==> src/rtl/loader_pkg.sv <==
// Shared types for the UART instruction loader: framing FSM states, RX bit-timer states
// and the frame sync byte.
package loader_pkg;

    localparam logic [7:0] SYNC_BYTE = 8'hA5;

    typedef enum logic [2:0] {
        ST_IDLE,
        ST_LEN0,
        ST_LEN1,
        ST_DATA,
        ST_CSUM,
        ST_DONE,
        ST_ERR
    } ld_state_e;

    typedef enum logic [1:0] {
        RX_IDLE,
        RX_START,
        RX_DATA,
        RX_STOP
    } rx_state_e;

endpackage

==> src/rtl/instr_loader_uart_rx.sv <==
// 8N1 UART receiver: two-flop synchronizer, start-bit qualification at half a bit,
// centre sampling of data and stop bits.
//
// state    | meaning
// RX_IDLE  | line idle, waiting for a falling edge
// RX_START | timing to mid start bit, re-checking it is still low
// RX_DATA  | sampling 8 data bits LSB first at bit centres
// RX_STOP  | sampling stop bit; high -> rx_valid, low -> rx_frame_err
module uart_rx
    import loader_pkg::*;
#(
    parameter int unsigned CLKS_PER_BIT = 868
) (
    input  logic       clk,
    input  logic       rst_n,
    input  logic       rx_in,
    output logic       rx_valid,
    output logic [7:0] rx_byte,
    output logic       rx_frame_err
);

    localparam int unsigned CW = $clog2(CLKS_PER_BIT + 1);
    localparam logic [CW-1:0] FULL_LOAD = CW'(CLKS_PER_BIT - 1);
    localparam logic [CW-1:0] HALF_LOAD = CW'(CLKS_PER_BIT / 2 - 1);

    rx_state_e   st_q, st_d;
    logic [CW-1:0] cnt_q, cnt_d;
    logic [2:0]  bits_q, bits_d;
    logic [7:0]  shift_q, shift_d;
    logic [7:0]  byte_q, byte_d;
    logic        valid_q, valid_d;
    logic        ferr_q, ferr_d;
    logic        meta_q, meta_d;
    logic        sync_q, sync_d;
    logic        prev_q, prev_d;

    always_comb begin
        meta_d  = rx_in;
        sync_d  = meta_q;
        prev_d  = sync_q;
        st_d    = st_q;
        cnt_d   = cnt_q;
        bits_d  = bits_q;
        shift_d = shift_q;
        byte_d  = byte_q;
        valid_d = 1'b0;
        ferr_d  = 1'b0;

        case (st_q)
            RX_IDLE: begin
                if (prev_q && !sync_q) begin
                    st_d  = RX_START;
                    cnt_d = HALF_LOAD;
                end
            end
            RX_START: begin
                if (cnt_q == '0) begin
                    if (!sync_q) begin
                        st_d   = RX_DATA;
                        cnt_d  = FULL_LOAD;
                        bits_d = 3'd7;
                    end else begin
                        st_d = RX_IDLE;
                    end
                end else begin
                    cnt_d = cnt_q - CW'(1);
                end
            end
            RX_DATA: begin
                if (cnt_q == '0) begin
                    shift_d = {sync_q, shift_q[7:1]};
                    cnt_d   = FULL_LOAD;
                    if (bits_q == 3'd0) begin
                        st_d = RX_STOP;
                    end else begin
                        bits_d = bits_q - 3'd1;
                    end
                end else begin
                    cnt_d = cnt_q - CW'(1);
                end
            end
            RX_STOP: begin
                if (cnt_q == '0) begin
                    st_d = RX_IDLE;
                    if (sync_q) begin
                        valid_d = 1'b1;
                        byte_d  = shift_q;
                    end else begin
                        ferr_d = 1'b1;
                    end
                end else begin
                    cnt_d = cnt_q - CW'(1);
                end
            end
            default: st_d = RX_IDLE;
        endcase
    end

    always_ff @(posedge clk or negedge rst_n) begin
        if (!rst_n) begin
            meta_q  <= 1'b1;
            sync_q  <= 1'b1;
            prev_q  <= 1'b1;
            st_q    <= RX_IDLE;
            cnt_q   <= '0;
            bits_q  <= '0;
            shift_q <= '0;
            byte_q  <= '0;
            valid_q <= 1'b0;
            ferr_q  <= 1'b0;
        end else begin
            meta_q  <= meta_d;
            sync_q  <= sync_d;
            prev_q  <= prev_d;
            st_q    <= st_d;
            cnt_q   <= cnt_d;
            bits_q  <= bits_d;
            shift_q <= shift_d;
            byte_q  <= byte_d;
            valid_q <= valid_d;
            ferr_q  <= ferr_d;
        end
    end

    assign rx_valid     = valid_q;
    assign rx_byte      = byte_q;
    assign rx_frame_err = ferr_q;

endmodule

==> src/rtl/instr_loader.sv <==
// UART boot loader: parses SYNC/LEN/words/CSUM frames, writes words to instruction
// memory and releases the core reset only after a checksum-verified load.
//
// state   | meaning
// ST_IDLE | waiting for sync byte, other bytes ignored
// ST_LEN0 | expecting low byte of word count
// ST_LEN1 | expecting high byte of word count, range check
// ST_DATA | assembling little-endian words, one write per 4 bytes
// ST_CSUM | comparing received checksum with running XOR
// ST_DONE | load good, core released, RX ignored until reset
// ST_ERR  | load failed, core held, sync byte restarts a frame
module instr_loader
    import loader_pkg::*;
#(
    parameter int unsigned CLK_HZ         = 100000000,
    parameter int unsigned BAUD           = 115200,
    parameter logic [31:0] BASE_ADDR      = 32'h0000_0000,
    parameter int unsigned MAX_WORDS      = 1024,
    parameter int unsigned TIMEOUT_CYCLES = 1000000
) (
    input  logic        clk,
    input  logic        rst_n,
    input  logic        uart_rx,
    output logic        mem_w_en,
    output logic [31:0] mem_w_addr,
    output logic [31:0] mem_w_data,
    output logic        core_rst_n,
    output logic        busy,
    output logic        done,
    output logic        err
);

    localparam int unsigned CLKS_PER_BIT = CLK_HZ / BAUD;
    localparam int unsigned TW = $clog2(TIMEOUT_CYCLES + 1);
    localparam logic [TW-1:0] TMO_LOAD = TW'(TIMEOUT_CYCLES);

    logic       rx_valid;
    logic [7:0] rx_byte;
    logic       rx_frame_err;

    uart_rx #(
        .CLKS_PER_BIT(CLKS_PER_BIT)
    ) u_uart_rx (
        .clk         (clk),
        .rst_n       (rst_n),
        .rx_in       (uart_rx),
        .rx_valid    (rx_valid),
        .rx_byte     (rx_byte),
        .rx_frame_err(rx_frame_err)
    );

    ld_state_e     state_q, state_d;
    logic [15:0]   len_q, len_d;
    logic [15:0]   word_idx_q, word_idx_d;
    logic [1:0]    byte_idx_q, byte_idx_d;
    logic [31:0]   word_q, word_d;
    logic [7:0]    csum_q, csum_d;
    logic [TW-1:0] tmo_q, tmo_d;
    logic          mem_w_en_q, mem_w_en_d;
    logic [31:0]   mem_w_addr_q, mem_w_addr_d;
    logic [31:0]   mem_w_data_q, mem_w_data_d;
    logic          busy_q, busy_d;
    logic          done_q, done_d;
    logic          err_q, err_d;
    logic          core_rst_n_q, core_rst_n_d;

    logic        rx_sync;
    logic        in_frame;
    logic        go_err;
    logic [15:0] len_full;

    always_comb begin
        state_d      = state_q;
        len_d        = len_q;
        word_idx_d   = word_idx_q;
        byte_idx_d   = byte_idx_q;
        word_d       = word_q;
        csum_d       = csum_q;
        tmo_d        = tmo_q;
        mem_w_en_d   = 1'b0;
        mem_w_addr_d = mem_w_addr_q;
        mem_w_data_d = mem_w_data_q;
        busy_d       = busy_q;
        done_d       = done_q;
        err_d        = err_q;
        core_rst_n_d = core_rst_n_q;
        go_err       = 1'b0;
        len_full     = {rx_byte, len_q[7:0]};
        rx_sync      = rx_valid && (rx_byte == SYNC_BYTE);
        in_frame     = (state_q == ST_LEN0) || (state_q == ST_LEN1) ||
                       (state_q == ST_DATA) || (state_q == ST_CSUM);

        case (state_q)
            ST_IDLE, ST_ERR: begin
                if (rx_sync) begin
                    state_d    = ST_LEN0;
                    busy_d     = 1'b1;
                    err_d      = 1'b0;
                    csum_d     = '0;
                    word_idx_d = '0;
                    byte_idx_d = '0;
                end
            end
            ST_LEN0: begin
                if (rx_valid) begin
                    len_d   = {8'h00, rx_byte};
                    csum_d  = csum_q ^ rx_byte;
                    state_d = ST_LEN1;
                end
            end
            ST_LEN1: begin
                if (rx_valid) begin
                    len_d  = len_full;
                    csum_d = csum_q ^ rx_byte;
                    if (32'(len_full) > MAX_WORDS) begin
                        go_err = 1'b1;
                    end else if (len_full == 16'd0) begin
                        state_d = ST_CSUM;
                    end else begin
                        state_d = ST_DATA;
                    end
                end
            end
            ST_DATA: begin
                if (rx_valid) begin
                    word_d[8*byte_idx_q +: 8] = rx_byte;
                    csum_d     = csum_q ^ rx_byte;
                    byte_idx_d = byte_idx_q + 2'd1;
                    if (byte_idx_q == 2'd3) begin
                        mem_w_en_d   = 1'b1;
                        mem_w_addr_d = BASE_ADDR + 32'({word_idx_q, 2'b00});
                        mem_w_data_d = {rx_byte, word_q[23:0]};
                        word_idx_d   = word_idx_q + 16'd1;
                        if (word_idx_q == len_q - 16'd1) begin
                            state_d = ST_CSUM;
                        end
                    end
                end
            end
            ST_CSUM: begin
                if (rx_valid) begin
                    if (rx_byte == csum_q) begin
                        state_d      = ST_DONE;
                        done_d       = 1'b1;
                        busy_d       = 1'b0;
                        core_rst_n_d = 1'b1;
                    end else begin
                        go_err = 1'b1;
                    end
                end
            end
            default: ;
        endcase

        // Timeout runs only inside a frame; every received byte reloads it.
        if (rx_valid) begin
            tmo_d = TMO_LOAD;
        end else if (in_frame) begin
            if (tmo_q <= TW'(1)) begin
                go_err = 1'b1;
            end else begin
                tmo_d = tmo_q - TW'(1);
            end
        end

        if (rx_frame_err && (state_q != ST_DONE)) begin
            go_err = 1'b1;
        end

        if (go_err) begin
            state_d = ST_ERR;
            err_d   = 1'b1;
            busy_d  = 1'b0;
        end
    end

    always_ff @(posedge clk or negedge rst_n) begin
        if (!rst_n) begin
            state_q      <= ST_IDLE;
            len_q        <= '0;
            word_idx_q   <= '0;
            byte_idx_q   <= '0;
            word_q       <= '0;
            csum_q       <= '0;
            tmo_q        <= '0;
            mem_w_en_q   <= 1'b0;
            mem_w_addr_q <= BASE_ADDR;
            mem_w_data_q <= '0;
            busy_q       <= 1'b0;
            done_q       <= 1'b0;
            err_q        <= 1'b0;
            core_rst_n_q <= 1'b0;
        end else begin
            state_q      <= state_d;
            len_q        <= len_d;
            word_idx_q   <= word_idx_d;
            byte_idx_q   <= byte_idx_d;
            word_q       <= word_d;
            csum_q       <= csum_d;
            tmo_q        <= tmo_d;
            mem_w_en_q   <= mem_w_en_d;
            mem_w_addr_q <= mem_w_addr_d;
            mem_w_data_q <= mem_w_data_d;
            busy_q       <= busy_d;
            done_q       <= done_d;
            err_q        <= err_d;
            core_rst_n_q <= core_rst_n_d;
        end
    end

    assign mem_w_en   = mem_w_en_q;
    assign mem_w_addr = mem_w_addr_q;
    assign mem_w_data = mem_w_data_q;
    assign core_rst_n = core_rst_n_q;
    assign busy       = busy_q;
    assign done       = done_q;
    assign err        = err_q;

endmodule

==> config.mk <==
export PLATFORM = sky130hd
export DESIGN_NAME = instr_loader
export DESIGN_NICKNAME = d
export VERILOG_FILES = /design/src/rtl/loader_pkg.sv /design/src/rtl/instr_loader_uart_rx.sv /design/src/rtl/instr_loader.sv
export SDC_FILE = /design/constraint.sdc
export NUM_CORES = 1
export LEC_CHECK = 0
export CAP_MARGIN = 20
export CORE_MARGIN = 4
export CORE_UTILIZATION = 35
export DETAILED_ROUTE_END_ITERATION = 16
export PLACE_DENSITY = 0.51
export SLEW_MARGIN = 20
export SYNTH_ARGS = -nofsm -noshare
export SYNTH_HDL_FRONTEND = slang
export SYNTH_SLANG_ARGS = --single-unit
==> constraint.sdc <==
create_clock -name clk -period 5.31 [get_ports clk]
set_input_delay 1.062 -clock clk [delete_from_list [all_inputs] [get_ports clk]]
set_output_delay 1.062 -clock clk [all_outputs]
set_load 0.02 [all_outputs]
==> results_dict.tcl <==
set metrics [dict create \
    met2_length_mm 9.171 \
    synth_seq_cells 177 \
    worstPathMaxFanout 34 \
    final_area_sq_um 10080 \
    dp_hpwl_mm 12.99 \
    gp_congestion 0.8107 \
    cp_num_buf_inv 1 \
    critPathSlowestCell "dfrtp_1" \
    setup_viol 0 \
    ant_nets 0 \
    p_leak_nw 4.631 \
    post_cts_resized 0 \
    finalHoldWorstSlack_ns 0.3590 \
    cts-root-buf "clkbuf_16" \
    numCtsBuffers 17 \
    clock-sinks 177 \
    wl_per_cell_microns 15.15 \
    power.internal_mw 2.416 \
    clk_transition_reported_paths_ns 0.07 \
    num_rows 57 \
    crit_family "simple AND/OR/NAND/NOR gates" \
    clock_path_buffers 2 \
    crit_arrival_ns 3.31 \
    cts-hold-fix-buffers 0 \
    drt-total-wl_mm 19.40 \
    htree_levels 4 \
    grt_pass1_vias 6127 \
    netlist_area_sq_um 8752 \
    start_util_pct 35.78 \
    outcome "complete, no violations" \
    synth.top_cells.by_area "dfrtp_1 (50%), nand2_1 (7.2%), mux2_2 (5.8%)" \
    die_x_microns 166.1 \
    hold_viol 0 \
    ys.flop_type "dfrtp_1" \
    reg2reg_slack_ns 2.37 \
    core_sq_um 24460 \
    grt_antenna_before_repair 0 \
    synth_cell_types 72 \
    cp.required_ns 5.68 \
    drt_iter0_drc 434 \
    period_needed_ns 2.944 \
    power_frac_seq_pct 45.4 \
    period_share_pct 55.45 \
    wl_met1_mm 9.519 \
    combPwrFrac_pct 20.3 \
    io_buffers 55 \
    post_cts_buffers 0 \
    synthCells 909 \
    drv_slew 0 \
    tightestPinTransition_ns 1.050 \
    max_slew_margin_pct 29.82 \
    layout_commonest_cell "dfrtp_1" \
    synth-edff-count 0 \
    topRoutingLayerUsed "met4" \
    crit_path_cell_trace "nor2b_1 -> and3_1 -> nand2_2 -> buf_4 -> a211oi_1 -> nand3_1 -> xor2_1 -> nor2_1" \
    power_density_nw_per_um2 357.6 \
    power.switching_mw 1.189 \
    via_per_inst 4.936 \
    clkPwrFrac_pct 34.3 \
    fin_util_pct 41.21 \
    rsz0062_at_grt "false" \
    slowest_delay_ns 0.53 \
    io_pins 72 \
    wl_met3_microns 550 \
    critPathCaptureType "register" \
    placed_area_sq_um 9509 \
    avgSynthCellArea_sq_um 9.628 \
    swShare_pct 32.97 \
    synth_top_area_cell "dfrtp_1" \
    fin_skew_ns 0.009457 \
    dr_total_vias 6318 \
    grt_pass1_wl_mm 32.66 \
    drive_above_1_share_pct 10.88 \
    route.detailed.drc 0 \
    syn2layout_area_growth_pct 15.17 \
    final.setup.tns_ns 0 \
    peakVddDrop_uv 266.7 \
    max_freq_mhz 339.6 \
    min_path_type "register to register" \
    fin_ws_ns 2.366 \
    ys_seq_area_share_pct 50.65 \
    die_area_sq_um 27600 \
    synth_async_sr_flop_share_pct 100.0 \
    cap_viol_max_count 0 \
    antenna_cells 0 \
    grt_max_degree 103 \
    ys.warnings.count 0 \
    gr-total-overflow 0 \
    place_ws_ns 2.352 \
    grt_usage_pct 14.27 \
    fp.dieH_microns 166.1 \
    clk_latency_ns 0.43 \
    first_pass_iters 5 \
    layout_common_cells "dfrtp_1 (174), nand2_1 (166), nor2_1 (72), o21ai_0 (68), clkdlybuf4s50_1 (54)" \
    cp-start-kind "register" \
    final_nets 964 \
    cts_tree "yes" \
    critPathKind "register to register" \
    post-synth-top-area-fraction_pct 49.75 \
]
==> metal layers <==
| metal | global-route usage [%] | up-vias |
|---|---|---|
| li1 | - | 3146 |
| met1 | 19.96 | 3071 |
| met2 | 22.85 | 91 |
| met3 | 3.214 | 10 |
| met4 | 3.121 | 0 |
| met5 | 0 | - |
==> registers in the layout, summed over array words and instances (netlist names), 2 cells and up, named ones only <==
signal             count
byte_idx_q             2
word_q                24
state_q                3
mem_w_data            32
u_uart_rx.cnt_q       10
word_idx_q            16
tmo_q                 20
u_uart_rx.shift_q      8
csum_q                 8
u_uart_rx.bits_q       3
mem_w_addr            16
u_uart_rx.rx_byte      8
len_q                 16
==> cells in the mapped netlist, types with 4 or more instances <==
| library cell | instances |
|---|---|
| a21o_1 | 4 |
| a21oi_1 | 35 |
| a31oi_1 | 6 |
| and3_1 | 8 |
| buf_1 | 4 |
| buf_4 | 17 |
| clkbuf_1 | 34 |
| dfrtp_1 | 174 |
| ha_1 | 18 |
| inv_1 | 18 |
| mux2_2 | 45 |
| mux2i_1 | 4 |
| nand2_1 | 167 |
| nand2b_1 | 11 |
| nand3_1 | 26 |
| nand3b_1 | 4 |
| nand4_1 | 11 |
| nor2_1 | 72 |
| nor2b_1 | 14 |
| nor3_1 | 22 |
| nor3b_1 | 5 |
| nor4_1 | 9 |
| o21ai_0 | 68 |
| o21bai_1 | 5 |
| or2_2 | 5 |
| or3_1 | 6 |
| or4_1 | 5 |
| xnor2_1 | 26 |
| xor2_1 | 27 |
==> worst register-to-register path, stage by stage (launching register included) <==
cell,delay (ns)
dfrtp_1,0.53
nor2b_1,0.36
and3_1,0.40
nand2_2,0.36
buf_4,0.40
a211oi_1,0.44
nand3_1,0.15
xor2_1,0.16
nor2_1,0.09
==> power by group through the flow <==
stage | registers, mW | clock network [mW] | logic (mW)
after floorplan | 1.60 | 0 | 0.630
after global placement | 1.66 | 0 | 0.734
after detailed placement | 1.66 | 0 | 0.738
after CTS | 1.64 | 1.28 | 0.741
after global routing | 1.66 | 1.34 | 0.846
final | 1.64 | 1.24 | 0.730
==> cell type report <==
cell class / instances / area (sq um)
Fill cell: 2384 / 14380
Sequential cell: 177 / 4433
Multi-Input combinational cell: 668 / 4010
Timing Repair Buffer: 60 / 589.3
Clock buffer: 18 / 439.2
Tap cell: 324 / 405.4
Clock inverter: 14 / 131.4
Inverter: 19 / 71.32
==> cells by family after synthesis <==
| kind of cell | share of synthesized area [%] |
|---|---|
| AND/OR/NAND/NOR | 20.90 |
| flip-flops | 50.65 |
| AO/OA/AOI/OAI | 10.02 |
| buffers and inverters | 4.260 |
| XOR/XNOR | 5.304 |
| multiplexers | 6.247 |
| adder cells (fa/ha/maj) | 2.573 |
| other | 0.04285 |
==> through the flow <==
| step | std cells | power, mW |
|---|---|---|
| final | 1280 | 3.605 |
| after global routing | 1280 | 3.848 |
| after CTS | 1280 | 3.658 |
| after detailed placement | 1248 | 2.400 |
| after global placement | 1248 | 2.395 |
| after floorplan | 924 | 2.225 |
==> final timing paths <==
kind	from	to	cells past startpoint
min in group asynchronous	rst_n	mem_w_data[23]$_DFFE_PN0P_	1
max	state_q[2]$_DFFE_PN0P_	word_idx_q[14]$_DFFE_PN0P_	8
min reg2reg	u_uart_rx.meta_q$_DFF_PN1_	u_uart_rx.prev_d$_DFF_PN1_	0
max in group asynchronous	rst_n	len_q[13]$_DFFE_PN0P_	2
max reg2reg	state_q[2]$_DFFE_PN0P_	word_idx_q[14]$_DFFE_PN0P_	8
min	u_uart_rx.meta_q$_DFF_PN1_	u_uart_rx.prev_d$_DFF_PN1_	0
(Power assumes the default switching activity.)
